`src/rtl/mem_bus_arbiter.sv`:
```
// Tiny-AXI master port arbiter shared by D-cache write-back/refill and I-cache refill.
// One buffered request per source; one bus transaction in flight at a time.
module mem_bus_arbiter #(
    parameter int unsigned MAX_DC_RUN = 4,
    parameter bit          IC_WAIT_WB = 1'b1
) (
    input  logic         clk,
    input  logic         rst_n,
    input  logic         dcw_start_rq,
    input  logic [31:0]  dcw_in_addr,
    input  logic [15:0]  dcw_in_mask,
    input  logic [127:0] dcw_in_data,
    output logic         dcw_finish_wresp,
    input  logic         dcr_start_rq,
    input  logic [31:0]  dcr_rin_addr,
    output logic         dc_rdat_valid,
    output logic         dc_finish_mrd,
    input  logic         icr_start_rq,
    input  logic [31:0]  icr_rin_addr,
    output logic         ic_rdat_valid,
    output logic         ic_finish_mrd,
    output logic [127:0] rdat_data,
    output logic         m_w_start_rq,
    output logic [31:0]  m_w_addr,
    output logic [15:0]  m_w_mask,
    output logic [127:0] m_w_data,
    input  logic         m_finish_wresp,
    output logic         m_r_start_rq,
    output logic [31:0]  m_r_addr,
    input  logic [127:0] rdat_m_data,
    input  logic         rdat_m_valid,
    input  logic         finish_mrd,
    output logic         dc_wbback_state,
    output logic         arb_busy,
    output logic         arb_err
);

    typedef enum logic [1:0] {
        IDLE,
        WAIT_W,
        WAIT_DR,
        WAIT_IR
    } state_e;

    localparam logic [3:0] MaxRun = 4'(MAX_DC_RUN);

    state_e        state_q, state_d;
    logic          wb_full_q, wb_full_d;
    logic [31:0]   wb_addr_q;
    logic [15:0]   wb_mask_q;
    logic [127:0]  wb_data_q;
    logic          dr_full_q, dr_full_d;
    logic [31:0]   dr_addr_q;
    logic          ir_full_q, ir_full_d;
    logic [31:0]   ir_addr_q;
    logic [3:0]    run_cnt_q, run_cnt_d;
    logic          mw_start_q;
    logic [31:0]   mw_addr_q;
    logic [15:0]   mw_mask_q;
    logic [127:0]  mw_data_q;
    logic          mr_start_q;
    logic [31:0]   mr_addr_q;
    logic          err_q, err_d;

    logic idle;
    logic ir_elig;
    logic grant_wb, grant_dr, grant_ir;
    logic wb_acc, dr_acc, ir_acc;
    logic rq_err, rsp_err;

    assign idle    = (state_q == IDLE);
    assign ir_elig = ir_full_q && !(IC_WAIT_WB && wb_full_q);

    // IR wins either when nothing else is queued or when DC has used up its run
    assign grant_ir = idle && ir_elig &&
                      ((run_cnt_q == MaxRun) || (!wb_full_q && !dr_full_q));
    assign grant_wb = idle && wb_full_q && !grant_ir;
    assign grant_dr = idle && dr_full_q && !wb_full_q && !grant_ir;

    // A request landing on the cycle its buffer is granted refills the buffer
    assign wb_acc = dcw_start_rq && (!wb_full_q || grant_wb) && (state_q != WAIT_W);
    assign dr_acc = dcr_start_rq && (!dr_full_q || grant_dr) && (state_q != WAIT_DR);
    assign ir_acc = icr_start_rq && (!ir_full_q || grant_ir) && (state_q != WAIT_IR);

    assign rq_err = (dcw_start_rq && !wb_acc) ||
                    (dcr_start_rq && !dr_acc) ||
                    (icr_start_rq && !ir_acc);

    assign rsp_err = (m_finish_wresp && (state_q != WAIT_W)) ||
                     ((rdat_m_valid || finish_mrd) &&
                      (state_q != WAIT_DR) && (state_q != WAIT_IR));

    always_comb begin
        state_d = state_q;
        unique case (state_q)
            IDLE: begin
                if (grant_wb)      state_d = WAIT_W;
                else if (grant_dr) state_d = WAIT_DR;
                else if (grant_ir) state_d = WAIT_IR;
            end
            WAIT_W:  if (m_finish_wresp) state_d = IDLE;
            WAIT_DR: if (finish_mrd)     state_d = IDLE;
            WAIT_IR: if (finish_mrd)     state_d = IDLE;
            default: state_d = IDLE;
        endcase
    end

    always_comb begin
        wb_full_d = wb_full_q;
        dr_full_d = dr_full_q;
        ir_full_d = ir_full_q;
        if (grant_wb) wb_full_d = 1'b0;
        if (grant_dr) dr_full_d = 1'b0;
        if (grant_ir) ir_full_d = 1'b0;
        if (wb_acc)   wb_full_d = 1'b1;
        if (dr_acc)   dr_full_d = 1'b1;
        if (ir_acc)   ir_full_d = 1'b1;
    end

    always_comb begin
        run_cnt_d = run_cnt_q;
        if (!ir_full_q || grant_ir) begin
            run_cnt_d = 4'd0;
        end else if ((grant_wb || grant_dr) && (run_cnt_q != 4'hF)) begin
            run_cnt_d = run_cnt_q + 4'd1;
        end
    end

    assign err_d = err_q || rq_err || rsp_err;

    always_ff @(posedge clk or negedge rst_n) begin
        if (!rst_n) begin
            state_q    <= IDLE;
            wb_full_q  <= 1'b0;
            wb_addr_q  <= '0;
            wb_mask_q  <= '0;
            wb_data_q  <= '0;
            dr_full_q  <= 1'b0;
            dr_addr_q  <= '0;
            ir_full_q  <= 1'b0;
            ir_addr_q  <= '0;
            run_cnt_q  <= '0;
            mw_start_q <= 1'b0;
            mw_addr_q  <= '0;
            mw_mask_q  <= '0;
            mw_data_q  <= '0;
            mr_start_q <= 1'b0;
            mr_addr_q  <= '0;
            err_q      <= 1'b0;
        end else begin
            state_q    <= state_d;
            wb_full_q  <= wb_full_d;
            dr_full_q  <= dr_full_d;
            ir_full_q  <= ir_full_d;
            run_cnt_q  <= run_cnt_d;
            err_q      <= err_d;
            mw_start_q <= grant_wb;
            mr_start_q <= grant_dr || grant_ir;
            if (wb_acc) begin
                wb_addr_q <= dcw_in_addr;
                wb_mask_q <= dcw_in_mask;
                wb_data_q <= dcw_in_data;
            end
            if (dr_acc) dr_addr_q <= dcr_rin_addr;
            if (ir_acc) ir_addr_q <= icr_rin_addr;
            if (grant_wb) begin
                mw_addr_q <= wb_addr_q;
                mw_mask_q <= wb_mask_q;
                mw_data_q <= wb_data_q;
            end
            if (grant_dr)      mr_addr_q <= dr_addr_q;
            else if (grant_ir) mr_addr_q <= ir_addr_q;
        end
    end

    assign dcw_finish_wresp = (state_q == WAIT_W) && m_finish_wresp;
    assign dc_rdat_valid    = (state_q == WAIT_DR) && rdat_m_valid;
    assign dc_finish_mrd    = (state_q == WAIT_DR) && finish_mrd;
    assign ic_rdat_valid    = (state_q == WAIT_IR) && rdat_m_valid;
    assign ic_finish_mrd    = (state_q == WAIT_IR) && finish_mrd;
    assign rdat_data        = rdat_m_data;

    assign m_w_start_rq = mw_start_q;
    assign m_w_addr     = mw_addr_q;
    assign m_w_mask     = mw_mask_q;
    assign m_w_data     = mw_data_q;
    assign m_r_start_rq = mr_start_q;
    assign m_r_addr     = mr_addr_q;

    assign dc_wbback_state = wb_full_q || (state_q == WAIT_W);
    assign arb_busy        = !idle || wb_full_q || dr_full_q || ir_full_q;
    assign arb_err         = err_q;

endmodule
```
`config.mk`:
```
export PLATFORM = sky130hd
export DESIGN_NAME = mem_bus_arbiter
export DESIGN_NICKNAME = d
export VERILOG_FILES = /design/src/rtl/mem_bus_arbiter.sv
export SDC_FILE = /design/constraint.sdc
export NUM_CORES = 1
export LEC_CHECK = 0
export CORE_AREA = 3 3 281 283
export CTS_CLUSTER_DIAMETER = 100
export DETAILED_ROUTE_END_ITERATION = 10
export DIE_AREA = 0 0 284 286
export PLACE_DENSITY_LB_ADDON = 0.25
export SLEW_MARGIN = 20
export SYNTH_ARGS = -nofsm -noshare
export SYNTH_HDL_FRONTEND = slang
export SYNTH_SLANG_ARGS = --single-unit
```
`constraint.sdc`:
```
create_clock -name clk -period 5.51 [get_ports clk]
set_input_delay 1.102 -clock clk [delete_from_list [all_inputs] [get_ports clk]]
set_output_delay 1.102 -clock clk [all_outputs]
set_load 0.01 [all_outputs]
```
### Word level (Yosys, flattened, before mapping)

Index checks and enable logic that the tools add are counted.

* word-level logic and storage cells: 104
* register bits after elaboration: 460
* output and inout bits: 346

* add/sub/neg operators: 1
* reductions and logical operators: 59
* mux-type cells: 16
* equal/unequal tests: 11

Operator list (count)
* two-way mux 32 bit: 2
* logical AND 1 bit: 27
* logical OR 1 bit: 16
* two-way mux 2 bit: 5
* nonzero test 2 bit: 5
* zero test 1 bit: 8
* two-way mux 4 bit: 2
* two-way mux 1 bit: 6
* inequality test 2 bit, second input constant: 3
* one-hot mux 2 bit (3 select lines): 1
* adder 4 x 1 -> 4 bit, second input constant: 1
* == test 2 bit, second input constant: 2
* == test 4 x 3 -> 1 bit, second input constant: 1
* inequality test 2 x 1 -> 1 bit, second input constant: 2
* inequality test 4 x 1 -> 1 bit, second input constant: 1
* inequality test 4 bit, second input constant: 1
* AND reduction 3 bit: 1
* == test 2 x 1 -> 1 bit, second input constant: 1
* zero test 2 bit: 1
* OR reduction 2 bit: 1

### Depth between registers and ports, before layout

* word-level depth: 15
* gate-level depth with buffers: 8

### Least setup slack after synthesis

OpenSTA, ideal clock, no wires.

* path kind: input to output
* start: input finish_mrd
* end: output dc_finish_mrd
* buffers on the path: 0
* data required time: 4408 ps
* arrival: 1328 ps
* stages on the path: 2
* path slack: 3080 ps
* path through: inv_1 nor2_1

* word-level cells in the longest chain between the ends: 1

RTL lines
* start, declared: line 32 `input logic finish_mrd,`
* logical AND 1 bit: line 178 `assign dc_finish_mrd = (state_q == WAIT_DR) && finish_mrd;`
* end, declared: line 17 `output logic dc_finish_mrd,`

No other way between the ends.

### Worst setup path in the final report

* start: input m_finish_wresp
* end: output dcw_finish_wresp

* word-level cells in the longest chain between the ends: 1

RTL lines
* start, declared: line 27 `input logic m_finish_wresp,`
* logical AND 1 bit: line 176 `assign dcw_finish_wresp = (state_q == WAIT_W) && m_finish_wresp;`
* end, declared: line 13 `output logic dcw_finish_wresp,`

No other way between the ends.

==> flow_summary.yaml <==
placement:
  post-dp-hpwl_um: 33400
  place_congestion: 0.752
  portBuffers: 465
  detailedPlace.worstSlack_ns: 1.84
drt:
  finalWirelength_um: 48700
  drtIter0Drc: 298
  route.detailed.vias_per_inst: 4.11
  wl_per_cell_um: 18.2
  vias: 11000
  drtAntennaViolNets: 0
  drt_pre_antenna_iters: 4
  detail_route.drc_violations: 0
worst_hold_path:
  hold-path-cell-count: 1
  timing.hold.worst_endpoint: "m_w_data[57]"
  hold_start: "m_w_data[57]"
  holdCritPathClass: "reg -> reg"
synthesis:
  ys.flop_type: "dfrtp_1"
  synth.top_cells.by_area: "dfrtp_1 (60%), mux2_2 (15%), mux2_4 (10%)"
  synth.lib_cells_used.distinct: 40
  yosys_warnings: 0
  postSynthNetCount: 1613
  postSynthAreaPerCell_sq_um: 15.5
  syn_area_sq_mm: 0.0192
  number_of_enable_flip_flop_cells_after_synthesis: 0
  yosys.area.top_type: "dfrtp_1"
  synth_largest_type_area_fraction_pct: 60.0
  synth_seq_area_share_pct: 60.0
  syn-instance-count: 1235
  synth_seq_cells: 460
  ys_async_sr_fraction_pct: 100
timing:
  finalHoldViolations: 0
  finalClockSkew_ns: 0.0138
  maxClockFrequency_ghz: 0.290
  final.setup.tns_ns: 0
  relSlewSlack_pct: 35.0
  setup-violations-final: 0
  layout_min_cycle_time_ns: 3.45
  max_slew.worst_pin.slew_ns: 0.975
  setup_repair_after_global_routing_missed_its_margin: "no"
  maxSlewViolCount: 0
  final_period_util_pct: 62.5
  layout_setup_ws_ns: 2.06
worst_setup_path:
  critical-path-slowest-cell: "clkdlybuf4s50_1"
  arrival_ns: 2.34
  rrSetupSlack_ns: 2.68
  r2r-end: "wb_data_q[119]"
  depth_of_the_most_critical_reg_to_reg_path: 4
  critical-path-top-delay-family: "buffers and inverters"
  worstSetupPathType: "in -> out"
  cp-end-kind: "output pin"
  count_of_cell_instances_traversed_by_the_critical_path: 4
  crit_path_start_kind: "input pin"
  worst_reg2reg_path_startpoint: "state_q[1]"
  timing.critical_path.cells: "clkdlybuf4s50_1, inv_1, nor2_1, clkdlybuf4s50_1"
  critPathMaxStageDelay_ns: 0.54
  worst_path_most_repeated_cell: "clkdlybuf4s50_1"
  required_arrival_time_at_the_worst_endpoint_ns: 4.41
  cp_num_buf_inv: 3
  critical_path_peak_fanout: 3
floorplan:
  num_rows: 102
  io-pin-count: 722
  dieHeight_um: 286
  chipWidth_um: 284
  floorplan.core_area_sq_mm: 0.0770
  floorplan.initialDensity_pct: 24.9
  fp.dieArea_sq_mm: 0.0812
layout:
  fillerInstances: 7526
  layout.nets: 1964
  area_growth_syn_to_layout_pct: 34.4
  final_layout_size_suffix_gt1_share_pct: 30.6
clocking:
  worstSkewPairLatency_ns: 0.59
  cts_max_level: 2
  cts.hold.buffers_added: 0
  cts.reportedPaths.clkPinSlew_ns: 0.05
  cts.repair_timing.setup_buffer_count: 0
  post_cts_resize_count: 0
  clock-sinks: 460
  clock_path_buffers: 3
  cts_inserted_buffers: 54
  tritoncts_clock_tree: "yes"
  clock-root-buffer: "clkbuf_16"
outcome:
  run_status: "finished clean"
power_and_ir_drop:
  power_per_cell_area_mw_per_mm2: 622
  power_leakage_uw: 0.0111
  totalPowerFinal_uw: 16000
  peakVddDrop_uv: 248
global_route:
  number_of_global_route_vias_before_repair: 12100
  grtUsageTotal_pct: 11.7
  global_route_wire_length_before_repair_um: 74700
  antenna_violations_before_repair: 4
  grt_max_degree: 126
  overflow: 0
run:
  max-cap-violations: 0
==> kinds of logic after synthesis <==
kind of cell / Yosys count / synth area share, %
compound gates: 58 / 1.69
mux: 449 / 28.7
simple gates: 72 / 1.90
flops: 460 / 60.0
fa+ha+maj: 2 / 0.131
buf+inv: 194 / 7.54
==> per-layer routing <==
metal | up-vias | part of all wire (%) | GRT usage [%] | routed length, um
li1 | 4867 | - | - | -
met1 | 5573 | 40 | 13.8 | 19700
met2 | 455 | 47 | 18.9 | 22900
met3 | 79 | 10 | 5.56 | 4970
met4 | 6 | 2.2 | 3.18 | 1050
met5 | - | 0.076 | 0 | 37
==> Yosys cell counts (all sizes together), types with 6 or more instances <==
cell type / number
nand3: 6
a21oi: 38
nor2: 42
inv: 7
buf: 184
mux2i: 32
dfrtp: 460
o21ai: 9
mux2: 417
nand2: 10
==> worst max-delay path by stage <==
stage | from | to
after floorplan | finish_mrd | dc_finish_mrd
after global placement | dcw_start_rq | wb_data_q[30]
after global routing | m_finish_wresp | dcw_finish_wresp
after detailed placement | dcw_start_rq | wb_data_q[9]
final | m_finish_wresp | dcw_finish_wresp
after CTS | m_finish_wresp | dcw_finish_wresp
==> layout by cell type, fill, tap and decap left out, types with 9 or more instances in the layout <==
| cell type | netlist | routed |
|---|---|---|
| clkdlybuf4s50_1 | 0 | 464 |
| dfrtp_1 | 460 | 460 |
| mux2_2 | 253 | 253 |
| mux2_4 | 129 | 129 |
| clkbuf_16 | 0 | 54 |
| nor2_1 | 41 | 41 |
| a21oi_1 | 38 | 38 |
| mux2_1 | 35 | 35 |
| mux2i_1 | 32 | 32 |
| clkbuf_8 | 0 | 18 |
| buf_4 | 147 | 12 |
| clkbuf_1 | 2 | 11 |
| nand2_1 | 10 | 9 |
==> worst register-to-register path, stage by stage, from the launching register on <==
cell and delay (ns):
dfrtp_1 0.58, nand2b_2 0.28, nand3_4 0.68, buf_12 0.59
mux2_2 0.58
==> registers in the layout, summed over array words and instances, names as in the netlist <==
signal        flops
m_w_mask         16
m_w_addr         32
ir_addr_q        32
m_r_addr         32
wb_data_q       128
m_w_start_rq      1
arb_err           1
m_r_start_rq      1
run_cnt_q         4
wb_full_q         1
m_w_data        128
wb_mask_q        16
wb_addr_q        32
state_q           2
dr_full_q         1
dr_addr_q        32
ir_full_q         1
==> report_power, final <==
part | total [uW] | switching, uW | leakage [uW] | internal (uW)
registers | 6080 | 938 | 0.00544 | 5150
logic | 6290 | 2410 | 0.00478 | 3870
clock network | 3650 | 1420 | 0.000906 | 2230
==> metrics by stage <==
stage | std cells | instance area, sq um | hold slack (ns) | utilization (%)
final | 2670 | 25800 | 0.489 | 33.5
after global routing | 2670 | 25800 | 0.504 | 33.5
after CTS | 2669 | 25800 | 0.490 | 33.5
after detailed placement | 2570 | 23900 | 0.479 | 31.1
after global placement | 2570 | 23900 | 0.469 | 31.1
after floorplan | 1235 | 19200 | 0.459 | -
==> final cells by class <==
| type | count | area (sq um) | area share (%) |
|---|---|---|---|
| Sequential cell | 460 | 11500 | 44.7 |
| Multi-Input combinational cell | 581 | 6230 | 24.2 |
| Timing Repair Buffer | 482 | 4850 | 18.8 |
| Clock buffer | 83 | 1640 | 6.36 |
| Tap cell | 1040 | 1300 | 5.05 |
| Clock inverter | 16 | 213 | 0.825 |
| Inverter | 7 | 26.3 | 0.102 |
| Antenna cell | 1 | 2.50 | 0.00971 |
Note: power is estimated with default switching activity, not from simulation.
